`config.mk`:
```
export PLATFORM = sky130hd
export DESIGN_NAME = bit_serial_adder
export DESIGN_NICKNAME = d
export VERILOG_FILES = /design/src/rtl/serial_add_pkg.sv /design/src/rtl/full_adder1.sv /design/src/rtl/bit_serial_adder.sv
export SDC_FILE = /design/constraint.sdc
export NUM_CORES = 1
export LEC_CHECK = 0
export ABC_AREA = 1
export ABC_CLOCK_PERIOD_IN_PS = 2400
export CAP_MARGIN = 20
export CORE_MARGIN = 2
export CORE_UTILIZATION = 53
export CTS_CLUSTER_DIAMETER = 40
export DETAILED_ROUTE_END_ITERATION = 8
export MAX_ROUTING_LAYER = met4
export PLACE_DENSITY_LB_ADDON = 0.1
export SKIP_LAST_GASP = 1
export SYNTH_ARGS = -nofsm -noshare
export SYNTH_HDL_FRONTEND = slang
export SYNTH_SLANG_ARGS = --single-unit
```
`constraint.sdc`:
```
create_clock -name clk -period 2.4 [get_ports clk]
set_clock_uncertainty 0.15 [all_clocks]
set_input_delay 0.48 -clock clk [delete_from_list [all_inputs] [get_ports clk]]
set_output_delay 0.48 -clock clk [all_outputs]
set_load 0.005 [all_outputs]
```
`src/rtl/serial_add_pkg.sv`:
```
// Shared constants for the bit-serial adder: FSM state encoding and the
// legal WIDTH range.
package serial_add_pkg;

   localparam logic [1:0] S_IDLE = 2'd0;
   localparam logic [1:0] S_RUN  = 2'd1;
   localparam logic [1:0] S_DONE = 2'd2;

   localparam int unsigned WIDTH_MIN = 2;
   localparam int unsigned WIDTH_MAX = 32;

endpackage

```
`src/rtl/full_adder1.sv`:
```
// Single-bit combinational full adder cell: the one bit-slice reused by the
// serial adder datapath.
module full_adder1 (
   input  logic Ai,
   input  logic Bi,
   input  logic Ci,
   output logic So,
   output logic Co
);

   assign So = Ai ^ Bi ^ Ci;
   assign Co = (Ai & Bi) | (Ci & (Ai ^ Bi));

endmodule

```
`src/rtl/bit_serial_adder.sv`:
```
// Bit-serial adder: accepts two WIDTH-bit operands and a carry-in, adds them
// LSB-first through one full_adder1 slice (one bit per clock), and returns the
// registered sum and carry-out over a valid/ready handshake.
// Optional subtract mode is enabled by defining SERIAL_ADD_SUB_EN, which adds
// the sub port (a - b via a + ~b + 1; cout=1 means no borrow).
module bit_serial_adder
   import serial_add_pkg::*;
#(
   parameter int unsigned WIDTH = 8
) (
   input  logic             clk,
   input  logic             rst,
   input  logic             in_valid,
   output logic             in_ready,
   input  logic [WIDTH-1:0] a,
   input  logic [WIDTH-1:0] b,
   input  logic             cin,
   output logic             out_valid,
   input  logic             out_ready,
   output logic [WIDTH-1:0] sum,
   output logic             cout
`ifdef SERIAL_ADD_SUB_EN
   ,
   input  logic             sub
`endif
);

   localparam int unsigned CW = $clog2(WIDTH);
   localparam logic [CW-1:0] CNT_LAST = CW'(WIDTH - 1);

   if (WIDTH < WIDTH_MIN || WIDTH > WIDTH_MAX) begin : g_width_check
      $error("bit_serial_adder: WIDTH out of legal range");
   end

   logic [1:0]       state;
   logic [WIDTH-1:0] a_sh;
   logic [WIDTH-1:0] b_sh;
   logic [WIDTH-1:0] sum_sh;
   logic             carry;
   logic [CW-1:0]    cnt;

   logic [WIDTH-1:0] b_load;
   logic             carry_load;
   logic             fa_so;
   logic             fa_co;

   // Operand B and initial carry as loaded at accept (inverted B + 1 for subtract)
   always_comb begin
      b_load     = b;
      carry_load = cin;
`ifdef SERIAL_ADD_SUB_EN
      if (sub) begin
         b_load     = ~b;
         carry_load = 1'b1;
      end
`endif
   end

   full_adder1 u_fa (
      .Ai (a_sh[0]),
      .Bi (b_sh[0]),
      .Ci (carry),
      .So (fa_so),
      .Co (fa_co)
   );

   // Handshake FSM and serial datapath: load at accept, shift one bit per RUN cycle
   always_ff @(posedge clk or posedge rst) begin
      if (rst) begin
         state  <= S_IDLE;
         a_sh   <= '0;
         b_sh   <= '0;
         sum_sh <= '0;
         carry  <= 1'b0;
         cnt    <= '0;
      end else begin
         case (state)
            S_IDLE: begin
               if (in_valid) begin
                  a_sh   <= a;
                  b_sh   <= b_load;
                  carry  <= carry_load;
                  sum_sh <= '0;
                  cnt    <= '0;
                  state  <= S_RUN;
               end
            end
            S_RUN: begin
               sum_sh <= {fa_so, sum_sh[WIDTH-1:1]};
               a_sh   <= {1'b0, a_sh[WIDTH-1:1]};
               b_sh   <= {1'b0, b_sh[WIDTH-1:1]};
               carry  <= fa_co;
               // Counter parks at the last index instead of wrapping
               if (cnt == CNT_LAST) begin
                  state <= S_DONE;
               end else begin
                  cnt <= cnt + 1'b1;
               end
            end
            S_DONE: begin
               if (out_ready) begin
                  state <= S_IDLE;
               end
            end
            default: state <= S_IDLE;
         endcase
      end
   end

   // Outputs come straight from state and datapath registers
   always_comb begin
      in_ready  = (state == S_IDLE);
      out_valid = (state == S_DONE);
      sum       = sum_sh;
      cout      = carry;
   end

endmodule

```
==> metrics.cfg, run 1 <==
[synthesis]
post_synth_mux_area_share_pct = 0
ys_seq_area_share_pct = 50.4
synth_top_family_by_area = simple AND/OR/NAND/NOR gates
synth.distinct_cells = 16
synth_nets = 214
yosys.area_share.simple_pct = 37.3
synthXorXnorAreaFrac_pct = 0
avgSynthCellArea_sq_um = 7.84
yosysWarnings = 0
synth_area_sq_um = 1490
synthAdderAreaFrac_pct = 3.03
synth_cells = 190
ys_seq_elements = 30
synth_compound_area_share_pct = 1.76

[clocking]
cts_resized = 0
clock_sink_count = 30
clock_path_buffers = 2
postCtsSetupBuffers = 0
cts-htree-levels = 2
root_buffer = clkbuf_4
clock_latency_ns = 0.32
cts_hold_buf = 0
numCtsBuffers = 5
cts_tree = done
clk_pin_slew_worst_paths_ns = 0.08

[power]
p_switching_mw = 0.868
intPower_mw = 1.28
comb_power_share_pct = 47.2
vdd_drop_max_mv = 0.874
p_sw_share_pct = 40.5
power_frac_seq_pct = 40.3
powerDensity_nw_per_um2 = 1170
power.clock.fraction_pct = 12.5
p_leak_nw = 0.986

[final_layout]
area_delta_synth_final_pct = 23.5
layout_commonest_cell = nand2_1
drive_gt1_share_pct = 6.31
n_antenna_cell = 0
fin_area_sq_um = 1840
nets = 246
final_cell_mix = nand2_1 (100), clkdlybuf4s50_1 (31), dfrtp_1 (30)

[sta]
worstMarginPinSlew_ns = 0.378
fin_ws_ns = 0.356
rsz0062_at_grt = false
relSlewSlack_pct = 74.8
setup_tns_ns = 0
period_minus_slack_ns = 2.04
finalCritPeriodShare_pct = 85.2
maxSlewViolCount = 0
final-setup-viol-count = 0
fmax_ghz = 0.489
hold_violations = 0

[detailed_routing]
postRouteAntennaNets = 0
first_iter_violations = 41
drc = 0
wl_per_cell_um = 12.0
dr.max_layer_used = met4
met3_length_um = 160
dr_total_vias = 1292
wl_met2_mm = 1.48
drt-pass1-iter-count = 4
met1_length_mm = 1.35
routed_wl_mm = 3.03
post_drt_via_cell_ratio = 5.11

[run]
cap_violations = 0

[global_route]
grt_use_total_pct = 20.8
grt_pass1_wl_mm = 4.97
grt_pass1_vias = 1162
grt_overflow = 0
antenna_found_initial = 0
grt_max_degree = 31

[worst_setup_path]
path_max_fanout = 4
critPathKind = flop to output pin
required_ns = 1.77
endpoint_kind = output pin
start_kind = flop
worstPathArrival_ns = 1.41

[place]
placed_area_sq_um = 1790
dp_hpwl_mm = 1.99
numPortBuffers = 31
place_ws_ns = 0.470
gp_congestion = 0.755

[outcome]
status = finished, final reports clean

[die]
initial_core_util_pct = 54.9
die_area_sq_um = 3250
core-area_sq_um = 2710
io_pins = 32
die_w_um = 57
num_rows = 19
die_h_um = 57

[min_path]
hold_class = flop to flop

## synthesized netlist by cell type
cell / instances / area, sq um
fa_1: 1 / 20.0
nand2_4: 1 / 11.3
buf_4: 2 / 15.0
nor2_1: 1 / 3.75
o21ai_0: 2 / 10.0
inv_2: 2 / 7.51
buf_2: 5 / 25.0
nand3_1: 28 / 140
dfrtp_1: 30 / 751
nand4_1: 3 / 18.8
inv_1: 8 / 30.0
buf_6: 3 / 33.8
nor2_2: 1 / 6.26
ha_1: 2 / 25.0
nand2_1: 100 / 375
o21ai_4: 1 / 16.3
## sequential cells by signal, indices dropped and copies added, names as in the netlist
| register | flops |
|---|---|
| cnt | 3 |
| b_sh | 8 |
| sum | 8 |
| cout | 1 |
| state | 2 |
| a_sh | 8 |
## area by class of cell
type | count | area (sq um)
fill | 226 | 871
sequential | 30 | 751
multi-input combinational | 140 | 627
timing repair buffer | 35 | 340
clock buffer | 7 | 45.0
tap | 31 | 38.8
inverter | 10 | 37.5
## routing by layer
layer | vias to the layer above | track usage (%)
met3 | 5 | 8.39
met1 | 604 | 25.3
met2 | 27 | 31.7
li1 | 656 | -
met5 | - | -
met4 | 0 | 6.98
## critical path, cell delays in order (launching register included)
cell and delay [ns]:
dfrtp_1 0.40, nor2_2 0.17, clkdlybuf4s50_1 0.53
## worst paths after layout
path / endpoint / slack [ns] / from / depth (start not counted)
worst max register to register: a_sh[0]$_DFFE_PP0P_ / 0.80 / state[0]$_DFFE_PP0P_ / 5
worst min register to register: sum[0]$_DFFE_PP0P_ / 0.33 / sum[0]$_DFFE_PP0P_ / 2
worst max-delay path: in_ready / 0.36 / state[1]$_DFFE_PP0P_ / 2
min in group asynchronous: a_sh[2]$_DFFE_PP0P_ / 0.39 / rst / 3
max in group asynchronous: b_sh[7]$_DFFE_PP0P_ / 1.43 / rst / 3
worst min-delay path: sum[0]$_DFFE_PP0P_ / 0.33 / sum[0]$_DFFE_PP0P_ / 2
## cell families after synthesis
family	after synthesis
simple gates	134
flops	30
buf+inv	20
compound gates	3
fa+ha+maj	3
## metrics by stage
| step | instances | hold slack [ns] | power [mW] | util [%] |
|---|---|---|---|---|
| after floorplan | 190 | 0.293 | 1.58 | - |
| after global placement | 246 | 0.310 | 1.85 | 66.2 |
| after detailed placement | 246 | 0.309 | 1.88 | 66.2 |
| after CTS | 253 | 0.332 | 2.16 | 67.9 |
| after global routing | 253 | 0.352 | 2.34 | 67.9 |
| final | 253 | 0.329 | 2.14 | 67.9 |
## power by group through the flow
stage                     clock (mW)  combinational, mW  sequential [mW]
after floorplan                    0              0.721            0.854
after detailed placement           0               1.01            0.870
after global placement             0              0.984            0.862
after global routing           0.304               1.15            0.886
after CTS                      0.274               1.02            0.863
final                          0.268               1.01            0.863
(Power assumes the default switching activity.)
==> run 2, diff against run 1 <==
--- a/config.mk
+++ b/config.mk
@@ -14,7 +14,9 @@
 export DETAILED_ROUTE_END_ITERATION = 8
 export MAX_ROUTING_LAYER = met4
 export PLACE_DENSITY_LB_ADDON = 0.1
+export RECOVER_POWER = 25
 export SKIP_LAST_GASP = 1
 export SYNTH_ARGS = -nofsm -noshare
 export SYNTH_HDL_FRONTEND = slang
 export SYNTH_SLANG_ARGS = --single-unit
+export TNS_END_PERCENT = 100
==> metrics.cfg, run 2 (synthesis results as in run 1) <==
[clocking]
clock_sink_count = 30
numCtsBuffers = 5
cts_hold_buf = 0
cts_tree = done
clock_path_buffers = 2
clock_latency_ns = 0.32
clk_pin_slew_worst_paths_ns = 0.09
postCtsSetupBuffers = 0
cts_resized = 0
cts-htree-levels = 2
root_buffer = clkbuf_4

[run]
cap_violations = 0

[worst_setup_path]
critPathKind = flop to output pin
path_max_fanout = 4
endpoint_kind = output pin
start_kind = flop
worstPathCellList = nor2_2, clkdlybuf4s50_1
cp_slowest_stage_delay_ns = 0.53
slowest_stage = clkdlybuf4s50_1
required_ns = 1.77
worstPathArrival_ns = 1.41
worst_r2r_path_depth = 5

[place]
dp_hpwl_mm = 1.99
numPortBuffers = 31
place_ws_ns = 0.470
gp_congestion = 0.755
dp.cells = 246

[global_route]
grt_max_degree = 31
antenna_found_initial = 0
grt_overflow = 0
grt_pass1_wl_mm = 4.97
grt_use_total_pct = 20.8
grt_pass1_vias = 1162

[final_layout]
final_cell_mix = nand2_1 (100), dfrtp_1 (30), clkdlybuf4s50_1 (30)
fillCellCount = 227
n_antenna_cell = 0
fin_cells = 253
layout_commonest_cell = nand2_1
drive_gt1_share_pct = 6.31
nets = 246
area_delta_synth_final_pct = 23.4

[sta]
maxSlewViolCount = 0
hold_violations = 0
setup_tns_ns = 0
final-setup-viol-count = 0
worstMarginPinSlew_ns = 0.740
fin_ws_ns = 0.356
rsz0062_at_grt = false
period_minus_slack_ns = 2.04
relSlewSlack_pct = 50.7
finalCritPeriodShare_pct = 85.2
fmax_ghz = 0.489

[power]
powerDensity_nw_per_um2 = 1170
p_leak_nw = 0.985
vdd_drop_max_mv = 0.873

[detailed_routing]
drc = 0
wl_per_cell_um = 12.0
drt-pass1-iter-count = 4
postRouteAntennaNets = 0
routed_wl_mm = 3.03
dr_total_vias = 1292
first_iter_violations = 41
post_drt_via_cell_ratio = 5.11

[min_path]
hold_class = flop to flop
worstHoldPathCells = 2

[die]
initial_core_util_pct = 54.9
core-area_sq_um = 2710
die_area_sq_um = 3250
io_pins = 32
die_h_um = 57
die_w_um = 57
num_rows = 19

[outcome]
status = finished, final reports clean

## run 2: cell types whose count changed in the layout (fill, tap and decap cells not counted)
cell             delta
buf_4               -1
clkbuf_2            +1
clkdlybuf4s50_1     -1
dlygate4sd3_1       +1
## run 2: power breakdown
group          switching, mW  internal [mW]  leakage [nW]
sequential             0.137          0.726         0.384
combinational          0.573          0.439         0.576
clock                  0.157          0.110        0.0254
## run 2: worst max-delay path: cells and delay by family (launching register included)
kind	cells	cell delay (ns)
buffers and inverters	1	0.53
DFF	1	0.40
and+or+nand+nor	1	0.17
## run 2: layout make-up
class | instances | area, sq um | share of cell area [%]
Tap cell | 31 | 38.8 | 2.11
Inverter | 10 | 37.5 | 2.04
Multi-Input combinational cell | 140 | 627 | 34.1
Sequential cell | 30 | 751 | 40.9
Clock buffer | 7 | 45.0 | 2.45
Timing Repair Buffer | 35 | 338 | 18.4
## run 2: path summary, 6_finish.rpt
path / startpoint / to / slack (ns)
min in group asynchronous: rst / a_sh[2]$_DFFE_PP0P_ / 0.66
setup reg to reg: state[0]$_DFFE_PP0P_ / a_sh[0]$_DFFE_PP0P_ / 0.80
hold reg to reg: a_sh[7]$_DFFE_PP0P_ / a_sh[7]$_DFFE_PP0P_ / 0.33
max in group asynchronous: rst / b_sh[7]$_DFFE_PP0P_ / 0.97
hold / removal: a_sh[7]$_DFFE_PP0P_ / a_sh[7]$_DFFE_PP0P_ / 0.33
setup / recovery: state[1]$_DFFE_PP0P_ / in_ready / 0.36
## run 2: through the flow
stage          cell area (sq um)  hold WS [ns]  power (mW)  util, %
6_report                    1840         0.330        2.14     67.8
5_1_grt                     1840         0.352        2.34     67.8
4_1_cts                     1840         0.332        2.16     67.9
3_3_place_gp                1790         0.310        1.85     66.2
2_1_floorplan               1490         0.293        1.58        -
3_5_place_dp                1790         0.309        1.88     66.2
## run 2: metal layers
metal / vias up / GRT usage [%] / part of all wire (%)
li1: 656 / - / -
met1: 604 / 25.3 / 45
met2: 27 / 31.7 / 49
met3: 5 / 8.39 / 5.3
met4: 0 / 6.98 / 1.3
met5: - / - / 0
==> run 3, diff against run 2 <==
--- a/config.mk
+++ b/config.mk
@@ -10,6 +10,7 @@
 export CAP_MARGIN = 20
 export CORE_MARGIN = 2
 export CORE_UTILIZATION = 53
+export CTS_BUF_LIST = sky130_fd_sc_hd__clkbuf_16
 export CTS_CLUSTER_DIAMETER = 40
 export DETAILED_ROUTE_END_ITERATION = 8
 export MAX_ROUTING_LAYER = met4
==> metrics.cfg, run 3 (synthesis results as in run 1) <==
[detailed_routing]
post_drt_via_cell_ratio = 5.06
drc = 0
drt-pass1-iter-count = 4
routed_wl_mm = 3.08
wl_per_cell_um = 12.2
first_iter_violations = 66
postRouteAntennaNets = 0
dr_total_vias = 1281

[clocking]
clock_latency_ns = 0.27
clk_pin_slew_worst_paths_ns = 0.05
clock_sink_count = 30
cts_tree = done
cts-htree-levels = 2
postCtsSetupBuffers = 0
cts_hold_buf = 0
clock_path_buffers = 2
root_buffer = clkbuf_16
numCtsBuffers = 5
cts_resized = 0

[die]
die_area_sq_um = 3250
die_w_um = 57
die_h_um = 57
initial_core_util_pct = 54.9
io_pins = 32
num_rows = 19
core-area_sq_um = 2710

[sta]
worstMarginPinSlew_ns = 0.744
rsz0062_at_grt = false
relSlewSlack_pct = 50.4
whs_ns = 0.320
finalCritPeriodShare_pct = 82.7
maxSlewViolCount = 0
fmax_ghz = 0.504
final-setup-viol-count = 0
period_minus_slack_ns = 1.98
setup_tns_ns = 0
hold_violations = 0

[power]
vdd_drop_max_mv = 0.952
p_leak_nw = 1.03
powerDensity_nw_per_um2 = 1270

[place]
numPortBuffers = 31
placed_area_sq_um = 1790
gp_congestion = 0.755
dp_hpwl_mm = 1.99

[worst_setup_path]
path_max_fanout = 4
required_ns = 1.77
crit_path_start = state[1]$_DFFE_PP0P_
critPathKind = flop to output pin
endpoint_kind = output pin
start_kind = flop
worstPathArrival_ns = 1.35
r2r-start = state[0]$_DFFE_PP0P_

[global_route]
grt_pass1_wl_mm = 5.11
grt_pass1_vias = 1192
antenna_found_initial = 0
grt_overflow = 0
grt_use_total_pct = 20.9
grt_max_degree = 31

[final_layout]
fin_util_pct = 71.0
fin_area_sq_um = 1920
area_delta_synth_final_pct = 29.2
final_cell_mix = nand2_1 (100), dfrtp_1 (30), clkdlybuf4s50_1 (30)
layout_commonest_cell = nand2_1
nets = 246
n_antenna_cell = 0
fillCellCount = 214
drive_gt1_share_pct = 6.31

[outcome]
status = finished, final reports clean

[min_path]
hold_start = b_sh[7]$_DFFE_PP0P_
hold_class = flop to flop

[run]
cap_violations = 0

[run 3: path summary, 6_finish.rpt]
check / slack [ns] / endpoint / cells past startpoint
hold / removal: 0.32 / b_sh[7]$_DFFE_PP0P_ / 2
max in group asynchronous: 0.90 / b_sh[1]$_DFFE_PP0P_ / 3
hold reg to reg: 0.32 / b_sh[7]$_DFFE_PP0P_ / 2
min in group asynchronous: 0.72 / sum[1]$_DFFE_PP0P_ / 3
setup reg to reg: 0.80 / sum[7]$_DFFE_PP0P_ / 5
setup / recovery: 0.42 / in_ready / 2
[run 3: report_power, final]
part	switching (mW)	leakage (nW)	internal (mW)	total, mW
Clock	0.189	0.0723	0.368	0.557
Sequential	0.140	0.384	0.729	0.869
Combinational	0.574	0.576	0.439	1.01
Total	0.903	1.03	1.54	2.44
[run 3: worst max-delay path, stage by stage (launching register included)]
cell and delay (ns):
dfrtp_1 0.39, nor2_2 0.17, clkdlybuf4s50_1 0.53
[run 3: layout make-up]
cell class | count | area (sq um) | area share [%]
inverters | 10 | 37.5 | 1.95
well taps | 31 | 38.8 | 2.02
clock buffers | 5 | 125 | 6.50
flip-flops and latches | 30 | 751 | 39.0
repair buffers | 35 | 338 | 17.6
clock inverters | 2 | 7.51 | 0.390
multi-input cells | 140 | 627 | 32.6
[run 3: metrics by stage]
| step | setup WS [ns] | std cells | power (mW) |
|---|---|---|---|
| floorplan | 1.03 | 190 | 1.58 |
| detailed placement | 0.470 | 246 | 1.88 |
| finish | 0.416 | 253 | 2.44 |
| global route | 0.363 | 253 | 2.64 |
| CTS | 0.413 | 253 | 2.45 |
| global placement | 0.521 | 246 | 1.85 |
[run 3: per-layer routing]
metal	track usage (%)	routed length (um)	vias to the layer above
met4	7.31	33	0
met5	-	0	-
met3	4.99	149	4
met2	33.3	1540	28
met1	26.1	1350	596
li1	-	-	653
